### src/rtl/ws2812_tx.sv
// WS2812 serial line driver: shifts 24-bit GRB pixels MSB-first onto an NRZ
// data line at WS2812 bit timing and closes each frame with a low latch period.
module ws2812_tx #(
    parameter int NUM_LEDS = 256,
    parameter int T0H      = 20,
    parameter int T1H      = 40,
    parameter int T_BIT    = 63,
    parameter int T_RESET  = 15000
) (
    input  logic        clk_50m,
    input  logic        rst,
    input  logic        start,
    input  logic        valid,
    input  logic [23:0] led_data,
    output logic        done_bit,
    output logic        done_dz,
    output logic        busy,
    output logic        dout
);

    localparam int CNT_MAX = (T_BIT > T_RESET) ? T_BIT : T_RESET;
    localparam int CNT_W   = $clog2(CNT_MAX);
    localparam int PIX_W   = $clog2(NUM_LEDS + 1);

    localparam logic [CNT_W-1:0] BIT_LAST   = CNT_W'(T_BIT - 1);
    localparam logic [CNT_W-1:0] LATCH_LAST = CNT_W'(T_RESET - 1);
    localparam logic [CNT_W-1:0] HIGH_0     = CNT_W'(T0H);
    localparam logic [CNT_W-1:0] HIGH_1     = CNT_W'(T1H);
    localparam logic [PIX_W-1:0] PIX_LAST   = PIX_W'(NUM_LEDS - 1);

    typedef enum logic [1:0] {
        IDLE,
        WAIT_PIX,
        SEND,
        LATCH
    } state_t;

    state_t             state_q, state_d;
    logic [CNT_W-1:0]   cnt_q, cnt_d;
    logic [4:0]         bit_idx_q, bit_idx_d;
    logic [PIX_W-1:0]   pix_cnt_q, pix_cnt_d;
    logic [23:0]        shreg_q, shreg_d;
    logic               dout_d, done_bit_d, done_dz_d, busy_d;

    always_ff @(posedge clk_50m) begin
        if (rst) begin
            state_q   <= IDLE;
            cnt_q     <= '0;
            bit_idx_q <= '0;
            pix_cnt_q <= '0;
            shreg_q   <= '0;
            dout      <= 1'b0;
            done_bit  <= 1'b0;
            done_dz   <= 1'b0;
            busy      <= 1'b0;
        end else begin
            state_q   <= state_d;
            cnt_q     <= cnt_d;
            bit_idx_q <= bit_idx_d;
            pix_cnt_q <= pix_cnt_d;
            shreg_q   <= shreg_d;
            dout      <= dout_d;
            done_bit  <= done_bit_d;
            done_dz   <= done_dz_d;
            busy      <= busy_d;
        end
    end

    always_comb begin
        state_d    = state_q;
        cnt_d      = cnt_q;
        bit_idx_d  = bit_idx_q;
        pix_cnt_d  = pix_cnt_q;
        shreg_d    = shreg_q;
        done_bit_d = 1'b0;
        done_dz_d  = 1'b0;

        case (state_q)
            IDLE: begin
                if (start) begin
                    pix_cnt_d = '0;
                    state_d   = WAIT_PIX;
                    if (valid) begin
                        shreg_d   = led_data;
                        bit_idx_d = 5'd23;
                        cnt_d     = '0;
                        state_d   = SEND;
                    end
                end
            end
            WAIT_PIX: begin
                if (valid) begin
                    shreg_d   = led_data;
                    bit_idx_d = 5'd23;
                    cnt_d     = '0;
                    state_d   = SEND;
                end
            end
            SEND: begin
                if (cnt_q == BIT_LAST) begin
                    cnt_d = '0;
                    if (bit_idx_q != 5'd0) begin
                        shreg_d   = {shreg_q[22:0], 1'b0};
                        bit_idx_d = bit_idx_q - 5'd1;
                    end else begin
                        pix_cnt_d  = pix_cnt_q + 1'b1;
                        done_bit_d = 1'b1;
                        state_d    = (pix_cnt_q == PIX_LAST) ? LATCH : WAIT_PIX;
                    end
                end else begin
                    cnt_d = cnt_q + 1'b1;
                end
            end
            LATCH: begin
                if (cnt_q == LATCH_LAST) begin
                    cnt_d     = '0;
                    done_dz_d = 1'b1;
                    state_d   = IDLE;
                end else begin
                    cnt_d = cnt_q + 1'b1;
                end
            end
            default: state_d = IDLE;
        endcase

        // Outputs are derived from next-cycle values so the registered pins line up with the state they describe.
        dout_d = (state_d == SEND) && (cnt_d < (shreg_d[23] ? HIGH_1 : HIGH_0));
        busy_d = (state_d != IDLE);
    end

endmodule

### config.mk
export PLATFORM = sky130hd
export DESIGN_NAME = ws2812_tx
export DESIGN_NICKNAME = d
export VERILOG_FILES = /design/src/rtl/ws2812_tx.sv
export SDC_FILE = /design/constraint.sdc
export NUM_CORES = 1
export LEC_CHECK = 0
export ABC_AREA = 1
export CAP_MARGIN = 25
export CORE_MARGIN = 2
export CORE_UTILIZATION = 50
export CTS_BUF_LIST = sky130_fd_sc_hd__clkbuf_4
export DETAILED_ROUTE_END_ITERATION = 6
export PLACE_DENSITY = 0.7
export SLEW_MARGIN = 20
export SYNTH_ARGS = -nofsm -noshare
export SYNTH_HDL_FRONTEND = slang
export SYNTH_SLANG_ARGS = --single-unit
### constraint.sdc
create_clock -name clk_50m -period 4.1 [get_ports clk_50m]
set_input_delay 1.025 -clock clk_50m [delete_from_list [all_inputs] [get_ports clk_50m]]
set_output_delay 1.025 -clock clk_50m [all_outputs]
set_load 0.01 [all_outputs]
==> flow_summary.yaml, run 1 <==
power_and_ir_drop:
  irDropWorstVdd_uv: 175
  cellLeakagePower_nw: 1.78
  power_density_nw_per_um2: 336
worst_setup_path:
  cp.arrival_ps: 3310
  worstPathMaxFanout: 11
  cp_slowest_cell: "clkdlybuf4s50_1"
  critical_path_buf_inv_count: 3
  worst_path_dominant_cell_family: "buffers and inverters"
  cp_slowest_stage_delay_ps: 590
  cp.required_ps: 4450
  cp_cell_sequence: "clkdlybuf4s50_1, nand2_1, inv_1, nor2_1, buf_4, o22ai_1, nor2_1, nand2_1, nand2_1, ha_1, a21o_1, nor2_1, nand2_1, nor2_1, nand3_1, nor2_1"
  end_kind: "flop"
  critPathLaunchType: "input pin"
  cp_common_cell: "nor2_1"
  worstSetupPathType: "input pin to flop"
cts:
  clkSinkCount: 58
  htree_levels: 3
  clock_latency_ps: 410
  cts_root_buf: "clkbuf_4"
  path_clk_slew_ps: 100
  postCtsHoldBufs: 0
  cts_buffers: 9
  postCtsSetupRepairBufs: 0
  clockBufferDepth: 2
  cts_tree: "done"
  ctsResizeCount: 0
drt:
  drc: 0
  drt_iter0_markers: 324
  first_pass_iters: 7
  vias: 4112
  finalWirelength_um: 10500
  wire_per_inst_um: 13.9
  ant_nets: 0
  vias_per_cell: 5.45
grt:
  grt_overflow: 0
  grt_first_pass_wirelength_um: 17700
  grt_usage_pct: 25.8
  antenna_found_initial: 0
  grt_pass1_vias: 3743
  grt_max_degree: 39
final_layout:
  diodes: 0
  multiInputGateArea_um2: 2340
  fill_cells: 738
  final_layout_size_suffix_gt1_share_pct: 5.21
  final_cell_area_um2: 4420
  final_nets: 690
  area_growth_pct: 13.5
  ff_latch_area_um2: 1160
die:
  start_util_pct: 50.9
  die_x_um: 92.2
  io_pins: 32
  dieArea_um2: 8500
  rows: 32
  core_um2: 7650
  chipHeight_um: 92.2
logic_synthesis:
  yosysSeqAreaShare_pct: 29.8
  yosys.area.top_type: "dfxtp_1"
  yosysWarnings: 0
  synthCells: 630
  synth_mux_area_share_pct: 0
  synth_area_leaders: "dfxtp_1 (30%), nand2_1 (18%), nor2_1 (7.3%)"
  synth_top_family_by_area: "simple AND/OR/NAND/NOR gates"
  ys_ff_latch: 58
  synth_compound_area_share_pct: 17.9
  synth.cell_area_um2: 3890
  syn-num-nets: 672
  synthAdderAreaFrac_pct: 4.50
  yosys.cell_types.count: 36
  synth_xor_area_share_pct: 1.35
  yosys.area_share.simple_pct: 36.4
  synth_top_area_share_pct: 29.8
  syn-mean-instance-area_um2: 6.17
placed_design:
  dpl_cell_area_um2: 4220
  port_buffers: 31
  gp_congestion: 0.938
  hpwl_um: 7530
sta:
  hold_violations: 0
  fmaxAchievable_ghz: 0.337
  layout_worst_path_cycle_share_pct: 72.3
  setup_violations: 0
  min_period_ps: 2960
  max_slew_margin_pct: 33.9
  finalSetupTns_ps: 0
  slew_viol_final: 0
  rsz0062_at_grt: "false"
  worstMarginPinSlew_ps: 989
  fin_skew_ps: 16.5
outcome:
  status: "complete, no violations"
run:
  maxCapViolCount: 0
min_path:
  hold_path.class: "flop to flop"
placed cells by master (no fill, tap or decap):
master,Yosys,layout
o21a_1,2,2
nand3_2,1,1
inv_6,0,1
nand2_2,5,5
nand2_1,184,184
nor4_1,2,2
clkdlybuf4s50_1,0,30
dfxtp_1,58,58
o21ai_1,4,4
o21ai_0,32,32
clkinv_1,1,1
nor3_1,15,15
nor2_8,1,1
o221a_2,1,1
inv_2,1,1
nand3b_1,1,1
a31oi_1,3,3
clkbuf_4,0,9
nand3_1,36,36
inv_1,67,67
buf_2,7,1
o22ai_1,2,2
nor2_1,76,76
o31ai_1,13,13
xnor2_1,1,1
buf_4,0,4
nor2_4,1,1
bufinv_16,0,3
clkinv_4,0,3
nand4_1,10,10
a211oi_1,3,3
ha_1,14,14
nand2_4,2,2
a21oi_1,48,48
a21o_1,1,1
xor2_1,5,5
o211ai_1,3,3
nor2_2,1,1
o32ai_1,8,8
final timing paths:
kind                                  start           to  slack, ps  cells past startpoint
worst max register to register   state_q[1]         dout       1200                     14
worst min register to register  shreg_q[15]  shreg_q[15]        470                      2
worst min-delay path            shreg_q[15]  shreg_q[15]        470                      2
worst max-delay path                  start         dout       1140                     16
logic make-up (layout without fill, tap and decap cells):
kind of cell,count (synthesis),after routing
AO/OA/AOI/OAI,120,120
XOR/XNOR,6,6
adder cells (fa/ha/maj),14,14
buffers and inverters,97,120
flip-flops,58,58
AND/OR/NAND/NOR,335,335
layer usage:
layer	vias to the layer above	part of all wire, %	GRT usage [%]
met3	22	7.1	4.68
met2	184	45	41.7
met4	0	1.5	8.33
li1	2099	-	-
met5	-	0	0
met1	1807	46	34.9
final cells by class:
cell class | instances | share of cell area (%)
Multi-Input combinational cell | 475 | 53.0
Sequential cell | 58 | 26.3
Clock buffer | 9 | 1.53
Tap cell | 102 | 2.89
Clock inverter | 7 | 2.83
Timing Repair Buffer | 35 | 7.59
Inverter | 69 | 5.86
tightest hold or removal path, delay by kind of cell, from the launching register on:
kind | cells | cell delay [ps]
flops | 1 | 320
compound gates | 1 | 50
simple gates | 1 | 60
cells in the mapped netlist:
library cell and n:
o31ai_1 13, inv_2 1, clkinv_1 1, nor4_1 2, nand3_2 1, nand3b_1 1, inv_1 67, o221a_2 1
o21ai_0 32, o211ai_1 3, nand3_1 36, a21o_1 1, nand2_1 184, buf_2 7, buf_1 2, clkbuf_1 17
nor2_4 1, dfxtp_1 58, nand2_4 2, xnor2_1 1, o22ai_1 2, nor2_8 1, nor2_2 1, nor2_1 76
a31oi_1 3, buf_6 2, a21oi_1 48, nand2_2 5, nor3_1 15, xor2_1 5, o21a_1 2, a211oi_1 3
o32ai_1 8, ha_1 14, nand4_1 10, o21ai_1 4
report_power, final:
group | switching, mW | internal, mW
Clock | 0.248 | 0.314
Sequential | 0.0221 | 0.593
Combinational | 0.200 | 0.107
Total | 0.470 | 1.01
sequential cells by signal (all words and copies together) (netlist names):
register and count:
bit_idx_q 5, busy 1, cnt_q 14, done_bit 1, done_dz 1, dout 1, pix_cnt_q 9, shreg_q 24
state_q 2
per-stage QoR:
step,total power [mW],worst slack (ps),utilization [%],hold WS (ps),instances
2_1_floorplan,0.848,1550,-,435,630
3_3_place_gp,0.926,793,55.2,444,739
3_5_place_dp,0.931,726,55.2,457,739
4_1_cts,1.49,1140,57.8,475,755
5_1_grt,1.56,903,57.8,494,755
6_report,1.48,1140,57.8,472,755
Note: power is estimated with default switching activity, not from simulation.
==> run 2, diff against run 1 <==
clock period = 2.75 ns   (was 4.1 ns; I/O delays follow)
==> run 2 against run 1 <==
  * Wire length increased by 1.9%
  * Sequential share of layout area decreased by 0.38 points
  * Sequential cell count unchanged
==> flow_summary.yaml, run 2 (synthesis results as in run 1) <==
final_layout:
  diodes: 0
  stdcell_count: 774
  largest_reg_flops: 24
  final_nets: 709
  utilization_pct: 59.1
  final_common_cell: "nand2_1"
  largest-register: "shreg_q"
  largest_registers: "shreg_q x24, cnt_q x14, pix_cnt_q x9"
  area_growth_pct: 16.2
  final_layout_size_suffix_gt1_share_pct: 9.08
  final_cell_area_um2: 4520
  layout_common_cells: "nand2_1 (183), nor2_1 (76), inv_1 (67)"
worst_setup_path:
  end_kind: "flop"
  cp_cell_sequence: "inv_1, ha_1, nand3_1, nor2_2, nand2_2, nand2_4, nand2_4, o21ai_0, o21ai_0, o211ai_1, o21a_1, inv_1, ha_1, a21o_1, nor2_1, nand2_1, nor2_1, nand3_1, nor2_1"
  worstSetupPathType: "flop to flop"
  worstPathMaxFanout: 9
  reg2reg_setup_slack_ps: 250
  reg2regPathDepth: 19
  cp_slowest_stage_delay_ps: 350
  cp.required_ps: 3090
  cp.arrival_ps: 2840
  cp_common_cell: "nor2_1"
  critPathLaunchType: "flop"
  cp_slowest_cell: "dfxtp_2"
die:
  rows: 32
  start_util_pct: 50.9
  dieArea_um2: 8500
  chipHeight_um: 92.2
  io_pins: 32
  core_um2: 7650
  die_x_um: 92.2
drt:
  ant_nets: 0
  wire_per_inst_um: 13.8
  first_pass_iters: 5
  vias_per_cell: 5.42
  finalWirelength_um: 10700
  drc: 0
  drt_iter0_markers: 228
  vias: 4192
cts:
  path_clk_slew_ps: 100
  postCtsSetupRepairBufs: 0
  cts_tree: "done"
  clockBufferDepth: 2
  cts_root_buf: "clkbuf_4"
  htree_levels: 3
  clkSinkCount: 58
  cts_buffers: 9
  clock_latency_ps: 410
  postCtsHoldBufs: 0
sta:
  slew_viol_final: 0
  max_slew_margin_pct: 64.4
  layout_worst_path_cycle_share_pct: 91.0
  whs_ps: 470
  min_period_ps: 2500
  fmaxAchievable_ghz: 0.400
  setup_violations: 0
  hold_violations: 0
  worstMarginPinSlew_ps: 535
  rsz0062_at_grt: "false"
  fin_skew_ps: 22.5
grt:
  grt_first_pass_wirelength_um: 18300
  grt_overflow: 0
  grt_max_degree: 49
  antenna_found_initial: 0
  grt_usage_pct: 26.7
  grt_pass1_vias: 3859
placed_design:
  hpwl_um: 7890
  gp_congestion: 0.956
  placed_cells: 758
  port_buffers: 31
  dpl_cell_area_um2: 4370
run:
  maxCapViolCount: 0
min_path:
  hold_path.class: "flop to flop"
  hold_path_depth: 2
power_and_ir_drop:
  finalPower_mw: 2.02
  cellLeakagePower_nw: 1.84
  irDropWorstVdd_uv: 310
  power_density_nw_per_um2: 447
outcome:
  status: "complete, no violations"
## run 2: final timing paths
path                startpoint           end
setup / recovery      cnt_q[0]          dout
hold / removal    pix_cnt_q[8]  pix_cnt_q[8]
setup reg to reg      cnt_q[0]          dout
hold reg to reg   pix_cnt_q[8]  pix_cnt_q[8]
## run 2: metal layers
metal	vias to the layer above	routed length (um)	GRT usage, %
met1	1906	4940	36.2
li1	2135	-	-
met2	134	4970	43.2
met4	0	198	8.33
met3	17	608	4.77
met5	-	0	0
## run 2: worst max-delay path, delay by kind of cell (launching register included)
kind                     cells  cell delay [ps]
AO/OA/AOI/OAI                5              610
flip-flops                   1              350
AND/OR/NAND/NOR             10              990
buffers and inverters        2              130
adder cells (fa/ha/maj)      2              370
## run 2: timing repair
| action | 4_1_cts | 5_1_grt |
|---|---|---|
| hold endpoints to repair | 0 | 0 |
| resized for setup | 0 | 11 |
| setup endpoints to repair | 0 | 1 |
## run 2: final cells by class
cell class / instances / area [um2]
inverters: 69 / 259
well taps: 102 / 128
flip-flops and latches: 58 / 1170
multi-input cells: 475 / 2350
clock inverters: 6 / 57.6
fillers: 767 / 3130
clock buffers: 10 / 75.1
repair buffers: 54 / 478
## run 2: per-stage QoR
stage,setup slack (ps),TNS (ps)
CTS,161,0
global placement,67.8,0
detailed placement,-43.9,-43.9
finish,248,0
global route,27.2,0
floorplan,523,0
## run 2: power breakdown
group	leakage, nW	internal (mW)	switching (mW)	total, mW
Sequential	0.475	0.884	0.0314	0.915
Clock	0.0675	0.280	0.329	0.609
Combinational	1.30	0.188	0.309	0.497
Total	1.84	1.35	0.670	2.02
